File: config.mk
export PLATFORM = sky130hd
export DESIGN_NAME = nchan_mux_seq
export DESIGN_NICKNAME = d
export VERILOG_FILES = /design/src/rtl/nchan_mux_pkg.sv /design/src/rtl/nchan_mux_comb.sv /design/src/rtl/nchan_mux_seq.sv
export SDC_FILE = /design/constraint.sdc
export NUM_CORES = 1
export LEC_CHECK = 0
export ABC_AREA = 1
export CAP_MARGIN = 10
export CORE_MARGIN = 10
export CORE_UTILIZATION = 42
export CTS_CLUSTER_DIAMETER = 80
export DETAILED_ROUTE_END_ITERATION = 10
export GPL_TIMING_DRIVEN = 0
export PLACE_DENSITY = 0.9
export SLEW_MARGIN = 5
export SYNTH_ARGS = -nofsm -noshare
export SYNTH_HDL_FRONTEND = slang
export SYNTH_SLANG_ARGS = --single-unit
File: constraint.sdc
create_clock -name CLK -period 2.9 [get_ports CLK]
set_input_delay 0.58 -clock CLK [delete_from_list [all_inputs] [get_ports CLK]]
set_output_delay 0.58 -clock CLK [all_outputs]
set_load 0.02 [all_outputs]
File: src/rtl/nchan_mux_pkg.sv
// -----------------------------------------------------------------------------
// nchan_mux_pkg
//   Shared constants for the N-channel sequenced multiplexer.
//   MODE_MANUAL / MODE_SCAN give names to the two values of the MODE input.
// -----------------------------------------------------------------------------
package nchan_mux_pkg;

    localparam logic MODE_MANUAL = 1'b0;   // select changes only on SEL_LD
    localparam logic MODE_SCAN   = 1'b1;   // select advances every DWELL cycles

endpackage

File: src/rtl/nchan_mux_comb.sv
// -----------------------------------------------------------------------------
// nchan_mux_comb
//   Purely combinational N_CH:1 selector of WIDTH-bit words.
//   Ports:
//     d     in   N_CH*WIDTH   packed channels, channel k = d[k*WIDTH +: WIDTH]
//     sel   in   SEL_W        channel index
//     word  out  WIDTH        selected channel (zero for an index >= N_CH)
// -----------------------------------------------------------------------------
module nchan_mux_comb #(
    parameter int N_CH  = 4,
    parameter int WIDTH = 8
) (
    input  logic [N_CH*WIDTH-1:0]   d,
    input  logic [$clog2(N_CH)-1:0] sel,
    output logic [WIDTH-1:0]        word
);

    localparam int SEL_W = $clog2(N_CH);

    always_comb begin
        // NOTE: a default before the loop keeps every path assigned, so no latch.
        word = '0;
        for (int k = 0; k < N_CH; k++) begin
            if (sel == SEL_W'(k)) begin
                word = d[k*WIDTH +: WIDTH];
            end
        end
    end

endmodule

File: src/rtl/nchan_mux_seq.sv
// -----------------------------------------------------------------------------
// nchan_mux_seq
//   N-channel, WIDTH-bit multiplexer with a registered output. The channel
//   select is either loaded explicitly (manual mode) or stepped through all
//   channels, spending DWELL enabled cycles on each (scan mode).
//   Ports:
//     CLK      in   1            clock, all state on the rising edge
//     RST_N    in   1            synchronous active-low reset
//     EN       in   1            output / scan enable
//     MODE     in   1            MODE_MANUAL or MODE_SCAN
//     SEL_LD   in   1            load SEL into the select register
//     SEL      in   SEL_W        requested channel
//     D        in   N_CH*WIDTH   packed channel inputs
//     Z        out  WIDTH        registered selected data
//     Z_VALID  out  1            Z was sampled on the previous EN cycle
//     CUR_SEL  out  SEL_W        current select register
//     WRAP     out  1            pulse: scan wrapped from N_CH-1 to 0
//     SEL_ERR  out  1            pulse: SEL_LD with an out-of-range SEL
// -----------------------------------------------------------------------------
module nchan_mux_seq
    import nchan_mux_pkg::*;
#(
    parameter int N_CH  = 4,
    parameter int WIDTH = 8,
    parameter int DWELL = 4
) (
    input  logic                    CLK,
    input  logic                    RST_N,
    input  logic                    EN,
    input  logic                    MODE,
    input  logic                    SEL_LD,
    input  logic [$clog2(N_CH)-1:0] SEL,
    input  logic [N_CH*WIDTH-1:0]   D,
    output logic [WIDTH-1:0]        Z,
    output logic                    Z_VALID,
    output logic [$clog2(N_CH)-1:0] CUR_SEL,
    output logic                    WRAP,
    output logic                    SEL_ERR
);

    localparam int SEL_W = $clog2(N_CH);
    localparam int CNT_W = $clog2(DWELL + 1);

    // One extra bit so the range test also works when N_CH is a power of two.
    localparam logic [SEL_W:0]   N_CH_EXT = (SEL_W + 1)'(N_CH);
    localparam logic [SEL_W-1:0] LAST_SEL = SEL_W'(N_CH - 1);
    localparam logic [CNT_W-1:0] CNT_LAST = CNT_W'(DWELL - 1);

    logic [CNT_W-1:0] cnt;
    logic             mode_q;      // MODE seen at the previous edge
    logic [WIDTH-1:0] word;

    logic [CNT_W-1:0] cnt_nxt;
    logic [SEL_W-1:0] sel_nxt;
    logic             wrap_nxt;
    logic             err_nxt;

    nchan_mux_comb #(
        .N_CH  (N_CH),
        .WIDTH (WIDTH)
    ) u_sel (
        .d    (D),
        .sel  (CUR_SEL),
        .word (word)
    );

    // Select / dwell next state. Priority: load request, then a mode switch
    // (which restarts the dwell without moving the select), then scan stepping.
    always_comb begin
        cnt_nxt  = cnt;
        sel_nxt  = CUR_SEL;
        wrap_nxt = 1'b0;
        err_nxt  = 1'b0;

        if (SEL_LD) begin
            if ({1'b0, SEL} < N_CH_EXT) begin
                sel_nxt = SEL;
                cnt_nxt = '0;
            end else begin
                err_nxt = 1'b1;
            end
        end else if ((MODE != mode_q) || (MODE == MODE_MANUAL)) begin
            cnt_nxt = '0;
        end else if (EN) begin
            if (cnt == CNT_LAST) begin
                cnt_nxt = '0;
                if (CUR_SEL == LAST_SEL) begin
                    sel_nxt  = '0;
                    wrap_nxt = 1'b1;
                end else begin
                    sel_nxt = CUR_SEL + 1'b1;
                end
            end else begin
                cnt_nxt = cnt + 1'b1;
            end
        end
    end

    always_ff @(posedge CLK) begin
        // NOTE: state registers use non-blocking assignments so every flop
        // samples the pre-edge values, whatever the statement order.
        if (!RST_N) begin
            // NOTE: the reset loads every flop, including the data register, so
            // Z is a defined zero straight after reset.
            Z       <= '0;
            Z_VALID <= 1'b0;
            CUR_SEL <= '0;
            cnt     <= '0;
            WRAP    <= 1'b0;
            SEL_ERR <= 1'b0;
            // Track MODE through reset so leaving reset is not seen as a switch.
            mode_q  <= MODE;
        end else begin
            if (EN) begin
                Z <= word;
            end
            Z_VALID <= EN;
            CUR_SEL <= sel_nxt;
            cnt     <= cnt_nxt;
            WRAP    <= wrap_nxt;
            SEL_ERR <= err_nxt;
            mode_q  <= MODE;
        end
    end

endmodule
# == Word level (Yosys, flattened, before mapping) ==
# Cells that the tools add are included.
# totals
mem_bits_ro,0
ramBits,0
register_bits,16
output_inout_bits,13
n_memories,0
in_bits,39
latchBits,0
wordCells,36
# op_classes
add_sub_neg,2
mul,0
n_reduce_logical,7
div,0
eq_ne,6
mux,11
n_lt_le_gt_ge,0
shifts,0
n_bitwise,4
# ops
cell,count
8-bit two-way mux,4
2-bit two-way mux,5
5-bit OR reduction,1
"2-bit equality test, second input constant",2
1-bit NOT,4
2-bit nonzero test,2
"3-bit by 1-bit adder with 3-bit output, second input constant",1
"3-bit by 2-bit equality test with 1-bit output, second input constant",1
3-bit two-way mux,1
3-bit AND reduction,1
3-bit OR reduction,1
"2-bit by 1-bit adder with 2-bit output, second input constant",1
"2-bit by 1-bit equality test with 1-bit output, second input constant",1
2-bit zero test,1
"2-bit inequality test, second input constant",1
1-bit logical OR,1
1-bit two-way mux,1
1-bit inequality test,1

# == Logic depth before layout (Yosys ltp) ==
# depth
word_depth,6
mapped_depth,10
depth_no_buf,9

# == By module ==
# Synthesis repeated with hierarchy kept, for this count alone.
# hier_totals
cells_unflattened,135
hier_area_um2,913.4
# by_module_without_submodules
module,cells_per_inst,area_each_um2,seq_area_each_um2,n_inst
nchan_mux_seq,88,649.4,320.3,1
nchan_mux_comb,47,264.0,0.0,1

# == Least setup slack after synthesis ==
# No wires, ideal clock.
# synth_timing
path_type,register -> register
from,reg CUR_SEL[0]
to,reg Z[4]
path_slack_ns,1.481
period_less_slack_ns,1.419
t_arrival_ns,1.353
setup_ns,0.066
path_stages_with_launch,9
required_time_ns,2.834
path_buffers,1
path_cell_list,dfxtp_1 inv_1 ha_1 buf_2 inv_1 nand2_1 nand2_1 nand2_2 a21oi_2
# synth_via
elab_chain_len,5
word_cells_on_any_way,8
classes_between,eq/ne (3); mux (4); reduce/logical (1)
# synth_lines
element,line,source
from (decl),nchan_mux_seq.sv:36,"output logic [$clog2(N_CH)-1:0] CUR_SEL,"
from (signal assigned),nchan_mux_seq.sv:118,CUR_SEL <= sel_nxt;
2-bit zero test,nchan_mux_comb.sv:24,if (sel == SEL_W'(k)) begin
8-bit two-way mux (3 in series),nchan_mux_comb.sv:24,
8-bit two-way mux (*),nchan_mux_comb.sv:24,
to (signal assigned),nchan_mux_seq.sv:115,Z <= word;
to (decl),nchan_mux_seq.sv:34,"output logic [WIDTH-1:0] Z,"
# Mark *: on every way between the ends. The rest lies on a longest branch, timed or not.
# A chain may end at the register's enable or synchronous reset.

# == Worst setup path in the final report ==
# layout_timing
from,reg CUR_SEL[0]
to,out CUR_SEL[0]
# No word-level cell between the ends.

==> flow_metrics.py <==
metrics = {
    "outcome": {
        "status": "finished clean",
    },
    "logic_synthesis": {
        "ys_top_cells_by_count": "58 x nand2_1, 18 x a21oi_1, 17 x nor2_1",
        "async_flop_share_pct": 0,
        "syn_avg_cell_area_um2": 6.329,
        "syn-instance-count": 155,
        "yosysMostFrequentCell": "nand2_1",
        "yosysSeqAreaShare_pct": 32.65,
        "yosysTopAreaCell": "dfxtp_1",
        "ys.flop_type": "dfxtp_1",
        "synth_top_area_share_pct": 32.65,
        "ys_top_cells_by_area": "dfxtp_1 33%, nand2_1 22%, a21oi_1 9.2%",
        "synth_edf_count": 0,
        "ys_ff_latch": 16,
        "synth.net_count": 199,
        "netlist_area_um2": 980.9,
        "ys_warn_count": 0,
        "yosysUniqueCellTypes": 21,
    },
    "timing": {
        "fmax_mhz": 522.0,
        "skew_ps": 1.602,
        "rsz0062_at_grt": "no",
        "hold_ws_ps": 470.7,
        "setup_viol": 0,
        "post-route-period-util_pct": 66.06,
        "drv_slew": 0,
        "hold_viol": 0,
        "fin_crit_ps": 1916,
        "fin_setup_tns_ps": 0,
    },
    "drt": {
        "dr.pass1.iters": 4,
        "drc_errors": 0,
        "vias_per_cell": 4.869,
        "ant_nets": 0,
        "num_vias": 1154,
        "drt_iter0_drc": 103,
        "routed_wl_um": 3101,
        "wl_per_cell_um": 13.08,
    },
    "worst_hold_path": {
        "holdCritStartpoint": "Z[1]",
        "hold_path.class": "reg2reg",
    },
    "setup_path": {
        "timing.rr.start": "CUR_SEL[0]",
        "crit_start": "CUR_SEL[0]",
        "crit_slowest_cell": "clkdlybuf4s50_1",
        "crit_path_max_incr_delay_ps": 630,
        "cp-start-kind": "flop",
        "crit_buf_inv": 1,
        "critPathArrivalTime_ps": 1340,
        "crit_fanout": 5,
        "cp.required_ps": 2320,
        "crit_chain": "clkdlybuf4s50_1",
        "crit_family": "buffers and inverters",
        "worstSetupPathType": "reg2out",
        "endpoint_kind": "primary output",
    },
    "layout": {
        "num_antenna_cells": 0,
        "seq_area_um2": 320.3,
        "drive_gt1_share_pct": 9.569,
        "fill_cells": 190,
        "syn_to_final_growth_pct": 58.29,
        "stdcell_area_um2": 1553,
        "nets": 254,
        "multi_input_area_um2": 573.1,
    },
    "clock_network": {
        "htreeDepth": 1,
        "cts_sinks": 16,
        "postCtsResizedCells": 0,
        "clock_latency_ps": 290,
        "postCtsHoldBufs": 0,
        "clockRootBuffer": "clkbuf_4",
        "clkTransAtPathRegs_ps": 90,
        "cts_tree": "built",
        "postCtsSetupRepairBufs": 0,
        "cts_buffers": 3,
        "clk_path_buf_depth": 2,
    },
    "die": {
        "die_area_um2": 4668,
        "rows": 17,
        "io_pins": 52,
        "die_w_um": 68.33,
        "die_h_um": 68.33,
        "start_util_pct": 44.34,
        "fp.coreArea_um2": 2212,
    },
    "global_routing": {
        "use_met2_pct": 25.35,
        "grt_overflow_total": 0,
        "grt_use_total_pct": 13.73,
        "met3_usage_pct": 5.710,
        "top_usage_layer": "met2",
        "grt_pass1_wl_um": 5043,
        "met1_usage_pct": 14.10,
        "antenna_found_initial": 0,
        "grt_max_degree": 11,
        "grt_pass1_vias": 1163,
    },
    "power": {
        "seqPwrFrac_pct": 41.3,
        "pwr-share-clk_pct": 25.5,
        "swShare_pct": 29.64,
        "ir_worst_vdd_mv": 0.3106,
        "leakage_nw": 0.7044,
        "powerDensity_nw_per_um2": 375.1,
        "p_comb_share_pct": 33.2,
        "p_sw_mw": 0.1726,
        "intPower_mw": 0.4098,
    },
    "flow_run": {
        "drv_cap": 0,
    },
    "placed_design": {
        "routabilityCongestion": 0.8371,
        "placed_area_um2": 1516,
        "io_buffer_count": 50,
        "dpl.hpwl_um": 2579,
    },
}
[metal layers]
layer,vias to the layer above,share of wire [%]
met5,-,0
met4,0,1.2
met3,6,9.7
met2,45,49
met1,504,41
li1,599,-
[per-stage QoR]
stage               instances  power [mW]  worst slack [ps]  utilization (%)
finish                    237      0.5824             984.4            70.19
CTS                       237      0.5854             968.1            70.19
floorplan                 155      0.3418              1481                -
detailed placement        233      0.4395              1115            68.55
global placement          233      0.4336              1148            68.55
global route              237      0.6192             913.7            70.19
[power groups by stage]
stage	Sequential [mW]	Combinational (mW)	Clock, mW
after floorplan	0.259	0.0824	0
after global placement	0.245	0.189	0
after detailed placement	0.246	0.194	0
after CTS	0.240	0.195	0.150
after global routing	0.242	0.215	0.162
final	0.240	0.193	0.148
[registers in the layout, summed over array words and instances, names as in the netlist]
register / cells
mode_q: 1
cnt: 3
Z_VALID: 1
WRAP: 1
Z: 8
CUR_SEL: 2
[worst paths after layout]
| kind | end | slack, ps | depth (start not counted) |
|---|---|---|---|
| hold reg to reg | Z[1] | 470 | 2 |
| hold / removal | Z[1] | 470 | 2 |
| setup / recovery | CUR_SEL[0] | 980 | 1 |
| setup reg to reg | Z[6] | 1400 | 8 |
[cells by family after synthesis]
group,synth area share (%)
other,0.3823
DFF,32.65
buffers and inverters,8.927
and+or+nand+nor,39.29
AOI/OAI and AO/OA,12.37
adders and majority gates,6.378
[layout by cell type, fill, tap and decap left out, types with 2 or more instances in the layout]
cell / synthesis / layout
buf_2: 3 / 3
nor3_1: 2 / 2
inv_2: 4 / 4
nor2_1: 17 / 17
dfxtp_1: 16 / 16
ha_1: 5 / 5
clkdlybuf4s50_1: 0 / 50
buf_4: 2 / 2
inv_1: 7 / 7
nand3_1: 12 / 12
a21oi_2: 2 / 2
nand2_1: 58 / 58
clkbuf_4: 0 / 3
a21oi_1: 18 / 18
[layout make-up]
| cell class | instances | share of cell area [%] |
|---|---|---|
| multi-input cells | 121 | 36.91 |
| repair buffers | 50 | 32.23 |
| flip-flops and latches | 16 | 20.63 |
| inverters | 12 | 2.981 |
| plain buffers | 6 | 2.659 |
| clock buffers | 4 | 2.337 |
| well taps | 28 | 2.256 |
No activity file was read; power rests on OpenSTA's default activity.
